==> config.mk <==
export PLATFORM = sky130hd
export DESIGN_NAME = rs232_frame_writer
export DESIGN_NICKNAME = d
export VERILOG_FILES = /design/src/rtl/rs232_frame_writer.sv
export SDC_FILE = /design/constraint.sdc
export NUM_CORES = 1
export LEC_CHECK = 0
export CAP_MARGIN = 25
export CORE_MARGIN = 2
export CORE_UTILIZATION = 47
export DETAILED_ROUTE_END_ITERATION = 8
export GPL_ROUTABILITY_DRIVEN = 0
export PLACE_DENSITY_LB_ADDON = 0.25
export RECOVER_POWER = 50
export SETUP_SLACK_MARGIN = 0.5
export SLEW_MARGIN = 5
export SYNTH_ARGS = -nofsm -noshare
export SYNTH_HDL_FRONTEND = slang
export SYNTH_SLANG_ARGS = --single-unit
==> constraint.sdc <==
create_clock -name avm_clk -period 6.8 [get_ports avm_clk]
set_input_delay 1.02 -clock avm_clk [delete_from_list [all_inputs] [get_ports avm_clk]]
set_output_delay 1.02 -clock avm_clk [all_outputs]
set_load 0.01 [all_outputs]
==> src/rtl/rs232_frame_writer.sv <==
// Frame writer between the RS232 byte receiver and the VGA frame buffer.
// Hunts for a two-byte sync header, then writes one frame of pixels into the hidden bank.
module rs232_frame_writer #(
  parameter int unsigned H_PIX   = 160,
  parameter int unsigned V_PIX   = 120,
  parameter int unsigned ADDR_W  = 15,
  parameter logic [7:0]  SYNC0   = 8'hAA,
  parameter logic [7:0]  SYNC1   = 8'h55,
  parameter int unsigned TIMEOUT = 2000000
) (
  input  logic              avm_clk,
  input  logic              avm_rst,
  input  logic              i_byte_valid,
  input  logic [7:0]        i_byte,
  output logic              o_wr_en,
  output logic [ADDR_W:0]   o_wr_addr,
  output logic [7:0]        o_wr_data,
  output logic              o_disp_bank,
  output logic              o_frame_done,
  output logic              o_err,
  output logic              o_busy,
  output logic [7:0]        o_frame_cnt
);

  localparam int unsigned       TO_W     = (TIMEOUT > 2) ? $clog2(TIMEOUT) : 1;
  localparam logic [ADDR_W-1:0] LAST_IDX = ADDR_W'(H_PIX * V_PIX - 1);
  localparam logic [TO_W-1:0]   TO_LAST  = TO_W'(TIMEOUT - 2);

  typedef enum logic [1:0] {
    HUNT0,
    HUNT1,
    DATA
  } state_t;

  state_t            state;
  logic [ADDR_W-1:0] idx;
  logic [TO_W-1:0]   to_cnt;

  always_ff @(posedge avm_clk or posedge avm_rst) begin
    if (avm_rst) begin
      state        <= HUNT0;
      idx          <= '0;
      to_cnt       <= '0;
      o_wr_en      <= 1'b0;
      o_wr_addr    <= '0;
      o_wr_data    <= '0;
      o_disp_bank  <= 1'b0;
      o_frame_done <= 1'b0;
      o_err        <= 1'b0;
      o_busy       <= 1'b0;
      o_frame_cnt  <= '0;
    end else begin
      o_wr_en      <= 1'b0;
      o_frame_done <= 1'b0;
      o_err        <= 1'b0;
      case (state)
        HUNT0: begin
          if (i_byte_valid && i_byte == SYNC0) state <= HUNT1;
        end
        HUNT1: begin
          if (i_byte_valid) begin
            if (i_byte == SYNC1) begin
              state  <= DATA;
              idx    <= '0;
              to_cnt <= '0;
              o_busy <= 1'b1;
            end else if (i_byte != SYNC0) begin
              state <= HUNT0;
            end
          end
        end
        DATA: begin
          if (i_byte_valid) begin
            // Address uses the pre-toggle bank, so the last pixel lands in the hidden bank.
            o_wr_en   <= 1'b1;
            o_wr_addr <= {~o_disp_bank, idx};
            o_wr_data <= i_byte;
            to_cnt    <= '0;
            if (idx == LAST_IDX) begin
              idx          <= '0;
              o_frame_done <= 1'b1;
              o_disp_bank  <= ~o_disp_bank;
              o_frame_cnt  <= o_frame_cnt + 8'd1;
              o_busy       <= 1'b0;
              state        <= HUNT0;
            end else begin
              idx <= idx + ADDR_W'(1);
            end
          end else if (to_cnt == TO_LAST) begin
            o_err  <= 1'b1;
            o_busy <= 1'b0;
            state  <= HUNT0;
          end else begin
            to_cnt <= to_cnt + TO_W'(1);
          end
        end
        default: begin
          state  <= HUNT0;
          o_busy <= 1'b0;
        end
      endcase
    end
  end

endmodule

Yosys cells after proc, flatten, opt, wreduce, memory -nomap -nowiden
Cells that the tools add are included.
{"block": "totals", "ff_bits": 75, "input_bits": 11, "elab_cells": 72}
{"block": "classes", "addsub": 3, "n_eq_ne": 15, "muxes": 32, "n_bitwise": 2, "n_reduce_logical": 9}
{"cell": "21-bit 2-to-1 mux", "count": 4}
{"cell": "15-bit 2-to-1 mux", "count": 4}
{"cell": "21-bit case mux with 2 select lines", "count": 1}
{"cell": "15-bit case mux with 2 select lines", "count": 1}
{"cell": "21-bit by 1-bit adder with 21-bit output (second input constant)", "count": 1}
{"cell": "21-bit == test (second input constant)", "count": 1}
{"cell": "15-bit by 1-bit adder with 15-bit output (second input constant)", "count": 1}
{"cell": "15-bit == test (second input constant)", "count": 1}
{"cell": "2-bit 2-to-1 mux", "count": 7}
{"cell": "1-bit 2-to-1 mux", "count": 13}
{"cell": "3-bit inequality test (second input constant)", "count": 4}
{"cell": "5-bit AND reduction", "count": 2}
{"cell": "8-bit by 1-bit adder with 8-bit output (second input constant)", "count": 1}
{"cell": "8-bit by 7-bit == test with 1-bit output (second input constant)", "count": 1}
{"cell": "8-bit == test (second input constant)", "count": 1}
{"cell": "2-bit inequality test (second input constant)", "count": 4}
{"cell": "8-bit inequality test (second input constant)", "count": 1}
{"cell": "4-bit AND reduction", "count": 2}
{"cell": "2-bit case mux with 3 select lines", "count": 1}
{"cell": "1-bit case mux with 3 select lines", "count": 1}
{"cell": "3-bit AND reduction", "count": 1}
{"cell": "2-bit by 1-bit == test with 1-bit output (second input constant)", "count": 1}
{"cell": "2-bit == test (second input constant)", "count": 1}
{"cell": "2-bit zero test", "count": 1}
{"cell": "other kinds (4)", "count": 5}

Depth between registers and ports, before layout
Gate-level depths: netlist (run 1).
{"block": "logic_depth", "word_depth": 5, "mapped_depth": 7, "ltp_nobuf": 6}

Worst setup path before layout (run 1)
OpenSTA, ideal clock, no wires.
{"block": "synth_path", "kind": "input to register", "startpoint": "input i_byte_valid", "endpoint": "register to_cnt[11]", "t_arrival_ns": 2.181, "slack_ns": 4.493, "path_stages": 7, "path_buffers": 2, "path_cell_list": "buf_4 > nor2b_1 > nand4_4 > nand2_1 > a21oi_1 > buf_2 > a221o_1"}
{"block": "synth_via", "elab_chain_len": 2}
{"element": "from (decl)", "line_no": "13", "rtl": "input logic i_byte_valid,"}
{"element": "3-bit inequality test (no line), or another cell as far along"}
{"element": "4-bit AND reduction (no line) / 21-bit case mux with 2 select lines (equally long branches)"}
{"element": "to (signal assigned)", "line_no": "94", "rtl": "to_cnt <= to_cnt + TO_W'(1);"}
{"element": "to (decl)", "line_no": "37", "rtl": "logic [TO_W-1:0] to_cnt;"}
Several ways; a longest one is shown, not always the timed one.
A chain may end at the register's enable or synchronous reset.

Worst setup path after layout (run 1)
{"block": "layout_path", "startpoint": "input i_byte_valid", "endpoint": "register o_frame_cnt[1]"}
{"block": "layout_via", "elab_chain_len": 1}
{"element": "3-bit AND reduction (no line)"}
{"element": "to (signal assigned)", "line_no": "83", "rtl": "o_frame_cnt <= o_frame_cnt + 8'd1;"}
{"element": "to (decl)", "line_no": "22", "rtl": "output logic [7:0] o_frame_cnt"}
No other way between the ends.

==> results.yml, run 1 <==
power:
  power_frac_clock_pct: 32.4
  switchingPower_mw: 0.258
  combPwrFrac_pct: 13.1
  p_per_area_nw_per_um2: 210
  seqPwrFrac_pct: 54.4
  p_leak_nw: 2.12
  ir_drop_uv: 141
  p_int_mw: 0.678
  switching_share_pct: 27.5
clock_tree:
  clock-sinks: 75
  clock_path_buffers: 2
  post_cts_buffers: 0
  htree_levels: 3
  post_cts_resized: 0
  clock_latency_ps: 340
  cts.hold.buffers_added: 0
  path_clk_slew_ps: 80
  cts_root_buf: "clkbuf_8"
  cts_buffers: 9
  cts_tree: "yes"
sta:
  finalCriticalPeriod_ps: 3560
  setup_slack_ps: 3240
  worstMarginPinSlew_ps: 1570
  slew_headroom_pct: -4.92
  fmax_ghz: 0.281
  setup_violations: 0
  finClkSkew_ps: 12.0
  fin_crit_sh_pct: 52.3
  rsz0062_at_grt: "no"
  final-max-slew-violation-count: 27
  fin_setup_tns_ps: 0
  finalHoldViolations: 0
finish:
  drive_gt1_share_pct: 7.64
  areaGrowthSynthToFinish_pct: 18.8
  final_nets: 442
  fin_area_um2: 4460
  antennaDiodeCount: 0
synthesis:
  yosysWarnings: 0
  synth_edf_count: 0
  ys_types: 54
  syn-cell-area_um2: 3750
  synth-main-ff-cell: "dfrtp_1"
  synth-seq-cells: 75
  ys_seq_area_share_pct: 50.0
  syn_area_per_cell_um2: 9.83
  synthDominantCellAreaShare_pct: 50.0
  yosys-top-cells-area: "dfrtp_1, nand2_1, xnor2_1"
  synth_nets: 397
  syn-instance-count: 382
  synth_top_area_cell: "dfrtp_1"
  async_flop_share_pct: 100
global_route:
  antenna_found_initial: 0
  overflow: 0
  grt_pass1_wl_um: 13600
  grt_pass1_vias: 2788
  grt_usage_pct: 19.7
  grt_max_degree: 76
setup_path:
  arrival_ps: 3790
  cp.required_ps: 7030
  path_max_fanout: 46
  endpoint_kind: "register"
  criticalPathCategory: "in -> reg"
  cp-start-kind: "input pin"
placed_design:
  io_buffers: 47
  pre_cts_slack_ps: 2970
  place.detailed.hpwl_um: 5290
  place_area_um2: 4280
flow_run:
  max_cap_viol_count: 1
route:
  first_pass_iters: 4
  drc_errors: 0
  drt-total-wl_um: 7930
  vias: 2939
  drt_iter0_drc: 173
  via_per_inst: 5.50
  routedWlPerCell_um: 14.8
  ant_nets: 0
floorplanning:
  ios: 48
  dieHeight_um: 93.4
  initial_core_util_pct: 48.6
  dieArea_um2: 8720
  rows: 32
  die_w_um: 93.4
  coreArea_um2: 7730
run_status:
  status: "complete, but fails checks"
  failed_checks: "max-capacitance violations, max-slew violations"
hold_path:
  hp-class: "reg -> reg"
cell usage in the layout (no fill, tap or decap), types with 8 or more instances in the layout:
cell / count
a211oi_1: 10
a21oi_1: 8
a31oi_1: 8
and3_1: 12
clkbuf_8: 10
clkdlybuf4s50_1: 30
dfrtp_1: 75
dlygate4sd3_1: 17
inv_1: 11
nand2_1: 81
nand3_1: 12
nand4_1: 9
nor2_1: 30
o21ai_0: 15
xnor2_1: 16
final timing paths:
| path | startpoint | end | slack, ps | depth (start not counted) |
|---|---|---|---|---|
| max in group asynchronous | avm_rst | to_cnt[2]$_DFFE_PP0P_ | 4230 | 4 |
| min | o_wr_addr[5]$_DFFE_PP0P_ | o_wr_addr[5]$_DFFE_PP0P_ | 470 | 2 |
| max | i_byte_valid | o_frame_cnt[1]$_DFFE_PP0P_ | 3240 | 5 |
| min reg2reg | o_wr_addr[5]$_DFFE_PP0P_ | o_wr_addr[5]$_DFFE_PP0P_ | 470 | 2 |
| min in group asynchronous | avm_rst | to_cnt[19]$_DFFE_PP0P_ | 1650 | 3 |
| max reg2reg | state[0]$_DFFE_PP0P_ | o_frame_cnt[1]$_DFFE_PP0P_ | 3890 | 5 |
worst max-delay path, cell delays in order:
cell and delay (ps):
dlygate4sd3_1 680, nand2_2 550, inv_1 760, and2_1 410
mux2_1 350
power groups by stage:
| stage | logic [mW] | registers, mW | clock network (mW) |
|---|---|---|---|
| detailed placement | 0.125 | 0.517 | 0 |
| floorplan | 0.0613 | 0.519 | 0 |
| finish | 0.123 | 0.510 | 0.304 |
| CTS | 0.125 | 0.510 | 0.315 |
| global route | 0.139 | 0.516 | 0.331 |
| global placement | 0.122 | 0.517 | 0 |
layout make-up:
class	instances	area, um^2
clock buffers	12	145
clock inverters	4	26.3
fillers	687	3270
well taps	102	128
flip-flops and latches	75	1880
repair buffers	50	509
inverters	12	45.0
multi-input cells	279	1730
Yosys cell counts, types with 3 or more instances:
cell and number:
inv_1 12, a31oi_1 8, buf_2 8, o21ai_0 15, a221o_1 3, a211o_1 7
nand2_1 81, xnor2_1 16, nor3b_1 6, clkbuf_1 4, nand4_1 8, nor2_1 30
dfrtp_1 75, and2_1 3, a211oi_1 10, nor4_4 3, ha_1 4, a21oi_1 8
nor3_1 3, nor2b_1 4, and3_1 12, xor2_1 4, nand2b_1 3, nand3_1 12
nand4_2 3
kinds of logic after synthesis:
family | synth area share, %
buffers and inverters | 3.57
AO/OA/AOI/OAI | 12.0
flip-flops | 50.0
multiplexers | 1.30
AND/OR/NAND/NOR | 27.2
adder cells (fa/ha/maj) | 1.33
XOR/XNOR | 4.66
routing by layer:
metal  wire (um)  vias up  GRT usage (%)  part of all wire (%)
li1            -     1429              -                     -
met1        3920     1426           28.8                    49
met2        3540       75           29.3                    45
met3         353        9           3.06                   4.5
met4         113        0           8.33                   1.4
met5           0        -              0                     0
state kept, by name, indices dropped and copies added, names as in the netlist:
| signal | flops |
|---|---|
| state | 2 |
| to_cnt | 21 |
| o_wr_addr | 16 |
| o_frame_cnt | 8 |
| o_err | 1 |
| o_disp_bank | 1 |
| idx | 15 |
| o_wr_en | 1 |
| o_busy | 1 |
| o_frame_done | 1 |
| o_wr_data | 8 |
through the flow:
| step | cells | util [%] | total power [mW] | hold slack [ps] |
|---|---|---|---|---|
| 5_1_grt | 534 | 57.7 | 0.986 | 506 |
| 6_report | 534 | 57.7 | 0.936 | 474 |
| 4_1_cts | 533 | 57.6 | 0.950 | 482 |
| 2_1_floorplan | 382 | - | 0.580 | 443 |
| 3_5_place_dp | 517 | 55.4 | 0.642 | 465 |
| 3_3_place_gp | 517 | 55.4 | 0.639 | 465 |
Note: power is estimated with default switching activity, not from simulation.
==> inputs of run 2 (changes only) <==
Clock period 6.8 ns to 3.1 ns, I/O delays scaled along.
==> run 2 against run 1 <==
Compared with the run above: the run now ends clean; via count fell by 0.44%; clock skew fell by 0.60 ps; utilization rose by 0.71 points; highest routed layer unchanged.
==> results.yml, run 2 (same netlist as run 1, synthesis figures left out) <==
run_status:
  status: "completed"
global_route:
  grt_pass1_vias: 2813
  overflow: 0
  grt_usage_pct: 19.5
  grt_max_degree: 47
  grt_pass1_wl_um: 13300
  antenna_found_initial: 0
floorplanning:
  coreArea_um2: 7730
  rows: 32
  dieHeight_um: 93.4
  die_w_um: 93.4
  dieArea_um2: 8720
  ios: 48
  initial_core_util_pct: 48.6
power:
  ir_drop_uv: 234
  power.total_mw: 2.16
  p_per_area_nw_per_um2: 479
  p_leak_nw: 2.14
sta:
  fmax_ghz: 0.404
  fin_setup_tns_ps: 0
  final-max-slew-violation-count: 0
  finalCriticalPeriod_ps: 2470
  worstMarginPinSlew_ps: 1190
  rsz0062_at_grt: "no"
  slew_headroom_pct: 20.4
  setup_violations: 0
  fin_crit_sh_pct: 79.8
  finClkSkew_ps: 11.4
  finalHoldViolations: 0
setup_path:
  cp.required_ps: 3390
  regToRegSetupSlack_ps: 780
  endpoint_kind: "register"
  criticalPathCategory: "in -> reg"
  r2r_cells: 5
  crit_path_max_incr_delay_ps: 770
  regToRegStartpoint: "to_cnt[13]$_DFFE_PP0P_"
  cpMaxStageDelayCell: "a21oi_1"
  path_max_fanout: 16
  arrival_ps: 2770
  crit_family: "compound AO/OA/AOI/OAI gates"
  cp-start-kind: "input pin"
  crit_buf_inv: 1
  crit_chain: "dlygate4sd3_1 -> and4bb_2 -> nand4_4 -> nand2_1 -> a21oi_1 -> mux2_2"
  r2r-end: "to_cnt[0]$_DFFE_PP0P_"
route:
  ant_nets: 0
  via_per_inst: 5.45
  drt_iter0_drc: 129
  drc_errors: 0
  first_pass_iters: 4
  vias: 2926
  drt-total-wl_um: 7880
  routedWlPerCell_um: 14.7
finish:
  areaGrowthSynthToFinish_pct: 20.2
  largest_register_ff_count: 21
  drive_gt1_share_pct: 8.74
  fin_area_um2: 4510
  final_nets: 445
  top_register: "to_cnt"
  antennaDiodeCount: 0
  finalCoreUtilization_pct: 58.4
  top_regs: "to_cnt: 21 flops, o_wr_addr: 16 flops, idx: 15 flops"
  final_common_cell: "nand2_1"
  final_cell_mix: "nand2_1, dfrtp_1, clkdlybuf4s50_1, nor2_1, xnor2_1"
clock_tree:
  clock_latency_ps: 360
  cts.hold.buffers_added: 0
  cts_root_buf: "clkbuf_8"
  htree_levels: 3
  cts_tree: "yes"
  path_clk_slew_ps: 90
  clock_path_buffers: 2
  clock-sinks: 75
  post_cts_buffers: 0
  cts_buffers: 9
  post_cts_resized: 0
hold_path:
  hp-start: "o_frame_cnt[7]$_DFFE_PP0P_"
  hp-class: "reg -> reg"
  min_to: "o_frame_cnt[7]$_DFFE_PP0P_"
  hold_path_depth: 1
flow_run:
  max_cap_viol_count: 0
placed_design:
  place.detailed.hpwl_um: 5360
  place_area_um2: 4320
  io_buffers: 47
-- run 2: cell count changes in the layout (fill, tap and decap cells not counted), sizes merged, moves of 3 or more --
cell	change
buf	+3
inv	+3
clkdlybuf4s50	+15
clkbuf	-3
dlygate4sd3	-15
-- run 2: per-layer routing --
layer | wire [um] | GRT usage (%)
met5 | 0 | 0
met4 | 117 | 7.72
met2 | 3610 | 29.9
met3 | 344 | 4.35
met1 | 3810 | 27.0
-- run 2: through the flow --
| step | setup slack, ps | instances | hold slack (ps) |
|---|---|---|---|
| global route | 508 | 537 | 502 |
| finish | 627 | 537 | 471 |
| CTS | 733 | 537 | 476 |
| global placement | 441 | 521 | 459 |
| floorplan | 725 | 382 | 443 |
| detailed placement | 372 | 521 | 461 |
-- run 2: area by class of cell --
class	count	area, um^2
fillers	668	3210
flip-flops and latches	75	1880
multi-input cells	279	1740
repair buffers	53	524
well taps	102	128
clock buffers	9	124
clock inverters	7	75.1
inverters	12	45.0
-- run 2: power by group --
part,internal (mW),switching (mW),leakage (nW)
Combinational,0.135,0.138,1.05
Clock,0.377,0.396,0.104
Sequential,1.05,0.0728,0.990
-- run 2: worst max-delay path by stage --
stage               startpoint  cells past startpoint               endpoint  slack, ps
CTS                  i_byte[7]                      6  to_cnt[0]$_DFFE_PP0P_        730
global route         i_byte[7]                      6  to_cnt[0]$_DFFE_PP0P_        510
finish               i_byte[7]                      6  to_cnt[0]$_DFFE_PP0P_        630
detailed placement   i_byte[7]                      6  to_cnt[0]$_DFFE_PP0P_        370
global placement     i_byte[7]                      6  to_cnt[0]$_DFFE_PP0P_        440
floorplan              avm_rst                      1     idx[0]$_DFFE_PP0P_        730
==> inputs of run 3 (changes only) <==
Clock period 3.1 ns to 2 ns, I/O delays scaled along.
==> run 3 against run 2 <==
Compared with the run above: cell count grew 15%; die area is the same; utilization grew 15 points; non-clock buffer count grew 79; total power grew 70%; sequential power grew 54%; largest power group unchanged.
==> results.yml, run 3 (same netlist as run 1, synthesis figures left out) <==
clock_tree:
  cts_tree: "yes"
  path_clk_slew_ps: 80
  clock-sinks: 75
  clock_path_buffers: 2
  cts_root_buf: "clkbuf_8"
  clock_latency_ps: 350
  cts_buffers: 9
  htree_levels: 3
  cts.hold.buffers_added: 0
floorplanning:
  coreArea_um2: 7730
  dieArea_um2: 8720
  die_w_um: 93.4
  ios: 48
  rows: 32
  initial_core_util_pct: 48.6
  dieHeight_um: 93.4
power:
  ir_drop_uv: 552
  power.total_mw: 3.68
  p_leak_nw: 2.79
  p_per_area_nw_per_um2: 648
setup_path:
  r2r_cells: 7
  regToRegSetupSlack_ps: 70
  path_max_fanout: 8
  r2r-end: "to_cnt[7]$_DFFE_PP0P_"
  cp-start-kind: "register"
  regToRegStartpoint: "to_cnt[13]$_DFFE_PP0P_"
  criticalPathCategory: "reg -> reg"
  arrival_ps: 2190
  cp.required_ps: 2260
  endpoint_kind: "register"
placed_design:
  pre_cts_slack_ps: -344
  place.detailed.hpwl_um: 6140
  place_area_um2: 4760
  io_buffers: 47
sta:
  slew_headroom_pct: 40.1
  setup_slack_ps: 69.5
  finalHoldViolations: 0
  finalCriticalPeriod_ps: 1930
  final-max-slew-violation-count: 0
  setup_violations: 0
  fmax_ghz: 0.518
  finClkSkew_ps: 10.0
  worstMarginPinSlew_ps: 899
  rsz0062_at_grt: "yes"
  fin_crit_sh_pct: 96.5
  fin_setup_tns_ps: 0
finish:
  final_nets: 524
  top_register: "to_cnt"
  largest_register_ff_count: 21
  final_cell_mix: "nand2_1, dfrtp_1, buf_4, dlygate4sd2_1"
  final_common_cell: "nand2_1"
  areaGrowthSynthToFinish_pct: 51.2
  top_regs: "to_cnt: 21 flops, o_wr_addr: 16 flops, idx: 15 flops"
  drive_gt1_share_pct: 36.6
  antennaDiodeCount: 0
  fin_area_um2: 5680
global_route:
  grt_usage_pct: 25.8
  antenna_found_initial: 0
  grt_pass1_wl_um: 17500
  grt_max_degree: 37
  overflow: 0
  grt_pass1_vias: 3562
route:
  via_per_inst: 5.59
  drc_errors: 0
  vias: 3444
  first_pass_iters: 4
  ant_nets: 0
  drt-total-wl_um: 10900
  drt_iter0_drc: 225
  routedWlPerCell_um: 17.7
hold_path:
  hp-start: "i_byte[7]"
  hp-class: "in -> reg"
  min_to: "o_wr_data[7]$_DFFE_PP0P_"
  hold_path_depth: 4
flow_run:
  max_cap_viol_count: 0
run_status:
  status: "completed"
-- run 3: cell types whose count changed in the layout (fill, tap and decap cells not counted), sizes merged --
cell | previous run | this run
buf | 5 | 79
bufinv | 1 | 2
clkbuf | 10 | 18
clkdlybuf4s50 | 45 | 5
clkinv | 4 | 1
clkinvlp | 0 | 2
dlygate4sd2 | 0 | 39
dlymetal6s2s | 0 | 1
inv | 14 | 11
-- run 3: critical path, stage by stage, from the launching register on --
cell     delay, ps
dfrtp_1        400
nor4_2         300
and4_4         320
nand3_4        110
buf_6          150
a21o_1         180
buf_6          160
a31oi_2        220
-- run 3: worst max-delay path by stage --
stage | slack [ps] | end | depth (start not counted) | startpoint
floorplan | 300 | to_cnt[16]$_DFFE_PP0P_ | 6 | to_cnt[13]$_DFFE_PP0P_
global placement | -330 | to_cnt[0]$_DFFE_PP0P_ | 6 | i_byte[7]
detailed placement | -340 | to_cnt[15]$_DFFE_PP0P_ | 6 | i_byte[7]
CTS | 120 | to_cnt[15]$_DFFE_PP0P_ | 6 | to_cnt[13]$_DFFE_PP0P_
global route | 40 | to_cnt[15]$_DFFE_PP0P_ | 6 | to_cnt[18]$_DFFE_PP0P_
finish | 70 | to_cnt[7]$_DFFE_PP0P_ | 7 | to_cnt[13]$_DFFE_PP0P_
-- run 3: area by class of cell --
type                    instances  area (um^2)
multi-input cells             279         2160
clock inverters                 4         72.6
clock buffers                  12          155
well taps                     102          128
flip-flops and latches         75         1890
repair buffers                132         1230
fillers                       530         2050
inverters                      12         46.3
-- run 3: repair_timing --
item                                   CTS  global route
buffers inserted                        21            16
gates resized for setup                 94            42
pin swaps                               28            29
gates cloned                             4             0
endpoints found under the hold margin    0             0
setup endpoints to repair               86            73
-- run 3: through the flow --
stage	util, %	cells	hold WS (ps)
finish	73.5	616	295
global route	73.5	616	313
CTS	69.9	600	241
detailed placement	61.7	559	461
global placement	61.7	559	454
floorplan	-	382	405
-- run 3: where the power goes --
part / internal [mW] / total (mW) / switching, mW
combinational: 0.288 / 0.607 / 0.319
clock: 0.770 / 1.34 / 0.573
sequential: 1.63 / 1.73 / 0.102
-- run 3: metal layers --
layer  GRT usage (%)  wire length, um  vias to the layer above
li1                -                -                     1600
met5               0                0                        -
met4            12.7              387                        0
met3            4.35              463                       33
met1            32.7             4600                     1706
met2            42.7             5480                      105
